File: config.mk
export PLATFORM = sky130hd
export DESIGN_NAME = param_datapath_core
export DESIGN_NICKNAME = d
export VERILOG_FILES = /design/src/rtl/param_datapath_core.sv
export SDC_FILE = /design/constraint.sdc
export NUM_CORES = 1
export LEC_CHECK = 0
export CAP_MARGIN = 5
export CORE_AREA = 2 2 182 184
export DETAILED_ROUTE_END_ITERATION = 10
export DIE_AREA = 0 0 184 186
export PLACE_DENSITY = 0.73
export SLEW_MARGIN = 20
export SYNTH_ARGS = -nofsm -noshare
export SYNTH_HDL_FRONTEND = slang
export SYNTH_SLANG_ARGS = --single-unit
File: constraint.sdc
create_clock -name clock_50 -period 3.7 [get_ports clock_50]
set_input_delay 1.11 -clock clock_50 [delete_from_list [all_inputs] [get_ports clock_50]]
set_output_delay 1.11 -clock clock_50 [all_outputs]
set_load 0.05 [all_outputs]
File: src/rtl/param_datapath_core.sv
// Parametrised register-file / function-unit datapath with a req/ack memory port, one op at a time.
// Latency: accept->done 2 cycles (ALU op), plus 1 cycle and the ack wait for memory ops.
// Backpressure: op_ready is high only in IDLE; memory strobes hold until mem_ack (or timeout).
// Optional feature macro: DATAPATH_MEM_TIMEOUT_EN (memory ack timeout with sticky err).
module param_datapath_core #(
    parameter int WIDTH       = 16,
    parameter int NREGS       = 8,
    parameter int TIMEOUT_CYC = 15,
    localparam int AW         = $clog2(NREGS)
) (
    input  logic             clock_50,
    input  logic             clear_n,
    input  logic             op_valid,
    output logic             op_ready,
    input  logic [AW-1:0]    AA,
    input  logic [AW-1:0]    BA,
    input  logic [AW-1:0]    DA,
    input  logic [4:0]       FS,
    input  logic [WIDTH-1:0] k,
    input  logic             MB,
    input  logic             MA,
    input  logic             MD,
    input  logic             MW,
    input  logic             WR,
    input  logic             Cin,
    output logic [WIDTH-1:0] mem_addr,
    output logic [WIDTH-1:0] mem_wdata,
    output logic             mem_re,
    output logic             mem_we,
    input  logic [WIDTH-1:0] mem_rdata,
    input  logic             mem_ack,
    output logic [WIDTH-1:0] F,
    output logic             Cout,
    output logic             V,
    output logic             N,
    output logic             Z,
    output logic             done,
    output logic             err,
    input  logic [AW-1:0]    dbg_addr,
    output logic [WIDTH-1:0] dbg_data
);

    typedef enum logic [1:0] {S_IDLE, S_EXEC, S_MEM, S_WB} state_t;

    state_t           state_q, state_d;
    logic [WIDTH-1:0] rf_q [NREGS];
    logic [WIDTH-1:0] rf_d [NREGS];
    logic [WIDTH-1:0] a_q, a_d, b_q, b_d, sd_q, sd_d, maddr_q, maddr_d, ld_q, ld_d;
    logic [AW-1:0]    da_q, da_d;
    logic [4:0]       fs_q, fs_d;
    logic             cin_q, cin_d, md_q, md_d, mw_q, mw_d, wr_q, wr_d;
    logic [WIDTH-1:0] f_q, f_d, mem_addr_q, mem_addr_d, mem_wdata_q, mem_wdata_d;
    logic             cout_q, cout_d, v_q, v_d, n_q, n_d, z_q, z_d, done_q, done_d;
    logic             mem_re_q, mem_re_d, mem_we_q, mem_we_d;
    logic             timed_out;

    // Function unit operands / results
    logic [WIDTH-1:0] add_x;
    logic             add_c;
    logic             is_arith;
    logic [WIDTH:0]   add_sum;
    logic [WIDTH-1:0] alu_f;
    logic             alu_c, alu_v;

`ifdef DATAPATH_MEM_TIMEOUT_EN
    localparam int TW = $clog2(TIMEOUT_CYC + 1);
    logic [TW-1:0] cnt_q, cnt_d;
    logic          err_q, err_d;
    assign timed_out = err_q;
    assign err       = err_q;
`else
    assign timed_out = 1'b0;
    assign err       = 1'b0;
`endif

    assign op_ready  = (state_q == S_IDLE);
    assign dbg_data  = rf_q[dbg_addr];
    assign F         = f_q;
    assign Cout      = cout_q;
    assign V         = v_q;
    assign N         = n_q;
    assign Z         = z_q;
    assign done      = done_q;
    assign mem_re    = mem_re_q;
    assign mem_we    = mem_we_q;
    assign mem_addr  = mem_addr_q;
    assign mem_wdata = mem_wdata_q;

    // Function unit: all arithmetic codes share one adder as A + X + c
    always_comb begin
        add_x    = '0;
        add_c    = 1'b0;
        is_arith = 1'b0;
        case (fs_q)
            5'b00000: begin add_x = '0;    add_c = cin_q; is_arith = 1'b1; end
            5'b00001: begin add_x = b_q;   add_c = cin_q; is_arith = 1'b1; end
            5'b00010: begin add_x = ~b_q;  add_c = 1'b1;  is_arith = 1'b1; end
            5'b00011: begin add_x = '1;    add_c = 1'b0;  is_arith = 1'b1; end
            default:  ;
        endcase
        add_sum = {1'b0, a_q} + {1'b0, add_x} + {{WIDTH{1'b0}}, add_c};
        alu_f   = '0;
        alu_c   = 1'b0;
        alu_v   = 1'b0;
        if (is_arith) begin
            alu_f = add_sum[WIDTH-1:0];
            alu_c = add_sum[WIDTH];
            alu_v = (a_q[WIDTH-1] == add_x[WIDTH-1]) && (add_sum[WIDTH-1] != a_q[WIDTH-1]);
        end else begin
            case (fs_q)
                5'b00100: alu_f = a_q & b_q;
                5'b00101: alu_f = a_q | b_q;
                5'b00110: alu_f = a_q ^ b_q;
                5'b00111: alu_f = ~a_q;
                5'b01000: alu_f = b_q;
                5'b01001: begin alu_f = {a_q[WIDTH-2:0], 1'b0};      alu_c = a_q[WIDTH-1]; end
                5'b01010: begin alu_f = {1'b0, a_q[WIDTH-1:1]};      alu_c = a_q[0];       end
                5'b01011: begin alu_f = {a_q[WIDTH-1], a_q[WIDTH-1:1]}; alu_c = a_q[0];    end
                default:  alu_f = '0;
            endcase
        end
    end

    // Sequencer: IDLE -> EXEC -> (MEM) -> WB -> IDLE, computing every next-state value
    always_comb begin
        state_d     = state_q;
        rf_d        = rf_q;
        a_d         = a_q;
        b_d         = b_q;
        sd_d        = sd_q;
        maddr_d     = maddr_q;
        ld_d        = ld_q;
        da_d        = da_q;
        fs_d        = fs_q;
        cin_d       = cin_q;
        md_d        = md_q;
        mw_d        = mw_q;
        wr_d        = wr_q;
        f_d         = f_q;
        cout_d      = cout_q;
        v_d         = v_q;
        n_d         = n_q;
        z_d         = z_q;
        done_d      = 1'b0;
        mem_re_d    = mem_re_q;
        mem_we_d    = mem_we_q;
        mem_addr_d  = mem_addr_q;
        mem_wdata_d = mem_wdata_q;
`ifdef DATAPATH_MEM_TIMEOUT_EN
        cnt_d       = cnt_q;
        err_d       = err_q;
`endif
        case (state_q)
            S_IDLE: begin
                if (op_valid) begin
                    a_d     = rf_q[AA];
                    b_d     = MB ? k : rf_q[BA];
                    sd_d    = rf_q[BA];
                    maddr_d = MA ? k : rf_q[AA];
                    da_d    = DA;
                    fs_d    = FS;
                    cin_d   = Cin;
                    mw_d    = MW;
                    md_d    = MD && !MW;   // store wins when both are requested
                    wr_d    = WR;
`ifdef DATAPATH_MEM_TIMEOUT_EN
                    err_d   = 1'b0;
`endif
                    state_d = S_EXEC;
                end
            end
            S_EXEC: begin
                f_d    = alu_f;
                cout_d = alu_c;
                v_d    = alu_v;
                n_d    = alu_f[WIDTH-1];
                z_d    = (alu_f == '0);
                if (md_q || mw_q) begin
                    mem_addr_d = maddr_q;
                    mem_re_d   = md_q;
                    mem_we_d   = mw_q;
                    if (mw_q) mem_wdata_d = sd_q;
`ifdef DATAPATH_MEM_TIMEOUT_EN
                    cnt_d      = '0;
`endif
                    state_d    = S_MEM;
                end else begin
                    done_d  = 1'b1;
                    state_d = S_WB;
                end
            end
            S_MEM: begin
                if (mem_ack) begin
                    if (md_q) ld_d = mem_rdata;
                    mem_re_d = 1'b0;
                    mem_we_d = 1'b0;
                    done_d   = 1'b1;
                    state_d  = S_WB;
                end
`ifdef DATAPATH_MEM_TIMEOUT_EN
                else if (cnt_q == TW'(TIMEOUT_CYC - 1)) begin
                    mem_re_d = 1'b0;
                    mem_we_d = 1'b0;
                    err_d    = 1'b1;
                    done_d   = 1'b1;
                    state_d  = S_WB;
                end else begin
                    cnt_d = cnt_q + 1'b1;
                end
`endif
            end
            S_WB: begin
                if (wr_q && !timed_out) rf_d[da_q] = md_q ? ld_q : f_q;
                state_d = S_IDLE;
            end
            default: state_d = S_IDLE;
        endcase
    end

    // State and datapath registers; reset drops any in-flight op immediately
    always_ff @(posedge clock_50 or negedge clear_n) begin
        if (!clear_n) begin
            state_q     <= S_IDLE;
            rf_q        <= '{default: '0};
            a_q         <= '0;
            b_q         <= '0;
            sd_q        <= '0;
            maddr_q     <= '0;
            ld_q        <= '0;
            da_q        <= '0;
            fs_q        <= '0;
            cin_q       <= 1'b0;
            md_q        <= 1'b0;
            mw_q        <= 1'b0;
            wr_q        <= 1'b0;
            f_q         <= '0;
            cout_q      <= 1'b0;
            v_q         <= 1'b0;
            n_q         <= 1'b0;
            z_q         <= 1'b0;
            done_q      <= 1'b0;
            mem_re_q    <= 1'b0;
            mem_we_q    <= 1'b0;
            mem_addr_q  <= '0;
            mem_wdata_q <= '0;
        end else begin
            state_q     <= state_d;
            rf_q        <= rf_d;
            a_q         <= a_d;
            b_q         <= b_d;
            sd_q        <= sd_d;
            maddr_q     <= maddr_d;
            ld_q        <= ld_d;
            da_q        <= da_d;
            fs_q        <= fs_d;
            cin_q       <= cin_d;
            md_q        <= md_d;
            mw_q        <= mw_d;
            wr_q        <= wr_d;
            f_q         <= f_d;
            cout_q      <= cout_d;
            v_q         <= v_d;
            n_q         <= n_d;
            z_q         <= z_d;
            done_q      <= done_d;
            mem_re_q    <= mem_re_d;
            mem_we_q    <= mem_we_d;
            mem_addr_q  <= mem_addr_d;
            mem_wdata_q <= mem_wdata_d;
        end
    end

`ifdef DATAPATH_MEM_TIMEOUT_EN
    // Memory wait counter and sticky timeout flag
    always_ff @(posedge clock_50 or negedge clear_n) begin
        if (!clear_n) begin
            cnt_q <= '0;
            err_q <= 1'b0;
        end else begin
            cnt_q <= cnt_d;
            err_q <= err_d;
        end
    end
`endif

endmodule

* Word-level counts from Yosys, hierarchy flattened *
Index checks and enable logic that the tools add are counted.
Widths: inputs -> output; s select.

storage, ports and cells
  flip-flop bits (word level) = 277
  input bits = 59
  output and inout port bits = 73
  word-level logic and storage cells = 119

cells by class
  add/sub/neg operators = 2
  magnitude comparators = 5
  equal/unequal tests = 19
  multiplexer cells = 35
  bitwise logic cells = 9
  reduce and logical (&&, ||, !) cells = 19

operators with widths
  cell                number
  $mux 16             11
  $bmux 16 s3         3
  $bwmux 128          1
  $pmux 16 s8         1
  $demux 16 s3        1
  $pmux 16 s3         1
  $not 16->16         2
  $eq 5x3->1 const B  4
  $eq 5x4->1 const B  4
  $add 16x16->17      1
  $add 17x1->17       1
  $and 16x16->16      1
  $ge 4x4->1 const B  4
  $logic_not 16->1    1
  $not 3->4           4
  $or 16x16->16       1
  $xor 16x16->16      1
  $eq 5x2->1 const B  2
  $pmux 1 s2          5
  $mux 1              9
  $reduce_and 3->1    3
  $pmux 2 s4          1
  $reduce_and 2->1    4
  $ne 2x2->1 const B  3
  other kinds (15)    20

* Longest topological paths before layout *
  depth in word-level cells = 7
  gate-level depth with buffers = 16
  depth with buffers taken out = 14

* Worst setup path after synthesis *
Ideal clock, no wire load.

  path kind = register -> register
  start point = register fs_q[0]
  end point = register z_q, in the netlist Z
  setup time = 0.075 ns
  data arrival time = 3.867 ns
  required time = 3.625 ns
  slack = -0.242 ns
  cell stages (with the launch flop) = 17
  buffers on the path = 4
  clock period less this slack = 3.942 ns
  cell sequence = dfrtp_1 -> buf_6 -> clkbuf_1 -> clkbuf_1 -> clkbuf_1 -> o21ai_0 -> nand2_1 -> fa_1 -> fa_1 -> nand2b_1 -> a21oi_1 -> nor2_1 -> a31o_2 -> or4_4 -> nor4_2 -> nand4b_1 -> o2bb2ai_2

on the way
  word-level cells in the longest chain between the ends = 6
  elaborated cells between the ends (all ways) = 22
  those cells by class = 2 x add/sub; 11 x eq/ne; 5 x mux; 4 x reduce/logical

ends and longest elaborated chain
  what                                                   RTL line  RTL
  start: declaration                                     50        logic [4:0] fs_q, fs_d;
  start signal: assignment                               255       fs_q <= fs_d;
  $eq 5x2->1 (tied with other cells)                     94        case (fs_q)
  $pmux 16 s3 / $reduce_or 2->1 (equally long branches)  --
  $add 16x16->17 / $pmux 1 s2 (equally long branches)    101, 94
  $add 17x1->17                                          101       add_sum = {1'b0, a_q} + {1'b0, add_x} + {{WIDTH{1'b0}}, add_c};
  $mux 16 (*)                                            105       if (is_arith) begin
  $logic_not 16->1 (*)                                   177       z_d = (alu_f == '0);
  end signal: assignment                                 264       z_q <= z_d;
  end: declaration                                       53        logic cout_q, cout_d, v_q, v_d, n_q, n_d, z_q, z_d, done_q, done_d;

Mark *: on every way between the ends. The rest lies on a longest branch, timed or not.
A chain may end at the register's enable or synchronous reset.

* Worst setup path in the final report *
  start point = input port dbg_addr[0]
  end point = output port dbg_data[13]

on the way
  word-level cells in the longest chain between the ends = 4

ends and longest elaborated chain
  what                                         RTL line  RTL
  start: declaration                           39        input logic [AW-1:0] dbg_addr,
  $not 3->4 (not written as such)              77        assign dbg_data = rf_q[dbg_addr];
  $bmux 16 s3                                  77
  $mux 16 (not written as such) (2 in series)  77
  end: declaration                             40        output logic [WIDTH-1:0] dbg_data

Every way passes these cells. The select of a mux whose other input is x is not followed.

==> impl_metrics.toml <==
[logic_synthesis]
ys_types = 81
synthesis.nets = 1646
synth-seq-cells = 276
syn_area_um2 = 16000
ys_seq_area_frac = 0.432
synthArstFlopShare = 1.00
yosysWarnings = 0
syn_inst = 1534
synth-edff-count = 0
syn_avg_cell_area_um2 = 10.4
ys.flop_type = "dfrtp_1"

[grt]
first_global_vias = 12900
grt_usage = 0.287
grt_max_degree = 113
antenna_found_initial = 0
grt_pass1_wl_um = 75000
grt_overflow = 0

[clocking]
cts-root-buf = "clkbuf_16"
clockBufferDepth = 3
hold_buffers = 0
cts_tree = "yes"
clkLatencyLatePin_ns = 0.58
cts_buffers = 29
cts-htree-levels = 1
clkSinkCount = 276
path_clk_slew_ns = 0.06

[drt]
drt_iter0_markers = 1331
route.antenna.remaining_nets = 0
via_count = 13100
drt-wirelength-per-cell_um = 23.1
wirelength_um = 48300
vias_per_cell = 6.27
drc = 0
firstDrtPassIters = 6

[run]
drv_cap = 0

[final_layout]
fin_nets = 1772
drive_gt1_frac = 0.201
syn_to_final_growth_pct = 19.4
diodes = 0
multi_input_area_um2 = 8480
regArea_um2 = 6910
fillers = 2652

[power_and_ir_drop]
p_comb_frac = 0.486
switching_share = 0.442
p_clk_frac = 0.179
power.total_uw = 17000
p_int_uw = 9480
pwr-share-seq = 0.334
p_per_area_nw_per_um2 = 889
power.net_switching_uw = 7500
max-vdd-ir-drop_mv = 0.472
leakagePower_uw = 0.00836

[setup_path]
slowest_delay_ns = 0.52
endpoint_kind = "output pin"
slowest_stage = "mux4_2"
rr_startpoint = "fs_q[4]"
path_cells = "buf_2 -> buf_12 -> mux4_2 -> mux2_2 -> buf_4"
path_max_fanout = 16
critPathArrivalTime_ns = 2.48
cp-start-kind = "input pin"
startpoint = "dbg_addr[0]"
worst-setup-path-type = "input pin to output pin"
cp.required_ns = 2.59

[sta]
final.setup_skew_ns = 0.0157
period_needed_ns = 3.59
max-slew-margin-rel = 0.254
whs_ns = 0.474
slew_viol_final = 0
finalCritPeriodShare = 0.971
worst_slack_ns = 0.107
fmax_mhz = 278
hold_viol_final = 0
tns_ns = 0
grt_setup_unrepaired = "no"
setup_viol = 0
tightest_slew_ns = 1.09

[placed_design]
dp_hpwl_um = 34300
preCtsSetupSlack_ns = -0.0861
portBuffers = 130
gp_congestion = 0.962

[floorplanning]
fp.dieW_um = 184
coreArea_um2 = 32200
rows = 66
die_h_um = 186
fp.dieArea_um2 = 34200
io-pin-count = 132
start_util = 0.497

[hold_path]
min_from = "maddr_q[12]"
min_path_type = "flop to flop"

[status]
run_status = "finished, final reports clean"
[worst paths after layout]
check,endpoint,slack (ns),cells after the start
max,dbg_data[13],0.11,5
min,maddr_q[12],0.47,2
max reg2reg,Z,0.14,12
min reg2reg,maddr_q[12],0.47,2
max in group asynchronous,maddr_q[7],2.33,2
min in group asynchronous,rf_q[90],0.60,1
[cells in the final DEF, fill, tap and decap left out, types with 7 or more instances in the layout]
cell type	netlist	final
mux4_2	97	97
a221oi_1	9	9
nor2_1	171	170
inv_1	46	46
o211ai_1	10	10
ha_1	51	51
clkbuf_1	83	12
dfrtp_1	276	276
mux2i_1	68	68
buf_12	0	15
a21oi_1	148	147
buf_4	4	78
o21ai_1	12	11
clkbuf_16	0	29
nand3_1	20	20
clkdlybuf4s50_1	0	109
nand2_1	184	183
mux2_2	72	72
o21ai_0	126	126
nor3_1	10	7
[power by group through the flow]
stage / logic [µW] / clock network [µW] / registers, µW
finish: 8260 / 3050 / 5680
floorplan: 4920 / 0 / 5950
global route: 8910 / 3210 / 5830
global placement: 7950 / 0 / 5580
detailed placement: 8140 / 0 / 5660
CTS: 8190 / 3070 / 5630
[metal layers]
layer  vias to the layer above  share of wire  global-route usage
met4                         0          0.047               0.135
met2                       625           0.48               0.460
met5                         -              0                   0
met3                       138          0.075              0.0419
met1                      6546           0.40               0.389
li1                       5811              -                   -
[critical path: cells and delay by family]
kind	cells	cell delay (ns)
muxes	2	0.84
buffers and inverters	3	0.53
[synth_stat cells, drive strengths merged, types with 4 or more instances]
library cell | n | area, µm²
buf | 30 | 190
o22ai | 5 | 31.3
mux4 | 97 | 2180
nor3 | 11 | 60.1
ha | 51 | 638
or3 | 4 | 25.0
clkbuf | 83 | 312
a221oi | 10 | 93.8
o211ai | 11 | 87.6
nor3b | 5 | 42.5
nor2 | 171 | 642
o21ai | 138 | 691
o32ai | 5 | 43.8
a21oi | 148 | 741
mux2 | 72 | 811
nor2b | 6 | 37.5
mux2i | 68 | 681
nand2 | 184 | 691
nand4 | 4 | 25.0
a222oi | 6 | 60.1
nand3 | 20 | 100
inv | 46 | 173
nor4 | 5 | 43.8
a211oi | 5 | 37.5
or4 | 4 | 37.5
dfrtp | 276 | 6910
[stage by stage]
stage,std cells,cell area [µm²],util
global placement,2035,18100,0.561
finish,2091,19100,0.593
global route,2091,19100,0.593
detailed placement,2035,18100,0.561
floorplan,1534,16000,-
CTS,2090,19100,0.592
[state kept, by name (all words and copies together) (netlist names), 2 cells and up]
| signal | count |
|---|---|
| state_q | 2 |
| b_q | 16 |
| ld_q | 16 |
| F | 16 |
| mem_wdata | 16 |
| sd_q | 16 |
| a_q | 16 |
| maddr_q | 16 |
| da_q | 3 |
| rf_q | 128 |
| mem_addr | 16 |
| fs_q | 5 |
[layout make-up]
cell class	count	share of cell area
clock buffer	47	0.0447
clock inverter	7	0.00668
inverter	46	0.00904
multi-input combinational	1099	0.444
sequential	276	0.362
tap	408	0.0267
timing repair buffer	208	0.107
[kinds of logic after synthesis]
kind of cell / after synthesis / share of synthesized area
buffers and inverters: 159 / 0.0422
multiplexers: 237 / 0.230
AND/OR/NAND/NOR: 441 / 0.120
flip-flops: 276 / 0.432
AO/OA/AOI/OAI: 365 / 0.133
adder cells (fa/ha/maj): 53 / 0.0424
XOR/XNOR: 2 / 0.00110
other: 1 / 0.000234
[what timing repair did]
item	CTS	global route
cloned	1	0
pin swaps	0	3
gates resized for setup	2	4
buffers inserted	0	1
setup endpoints to repair	16	5
(Power assumes the default switching activity.)
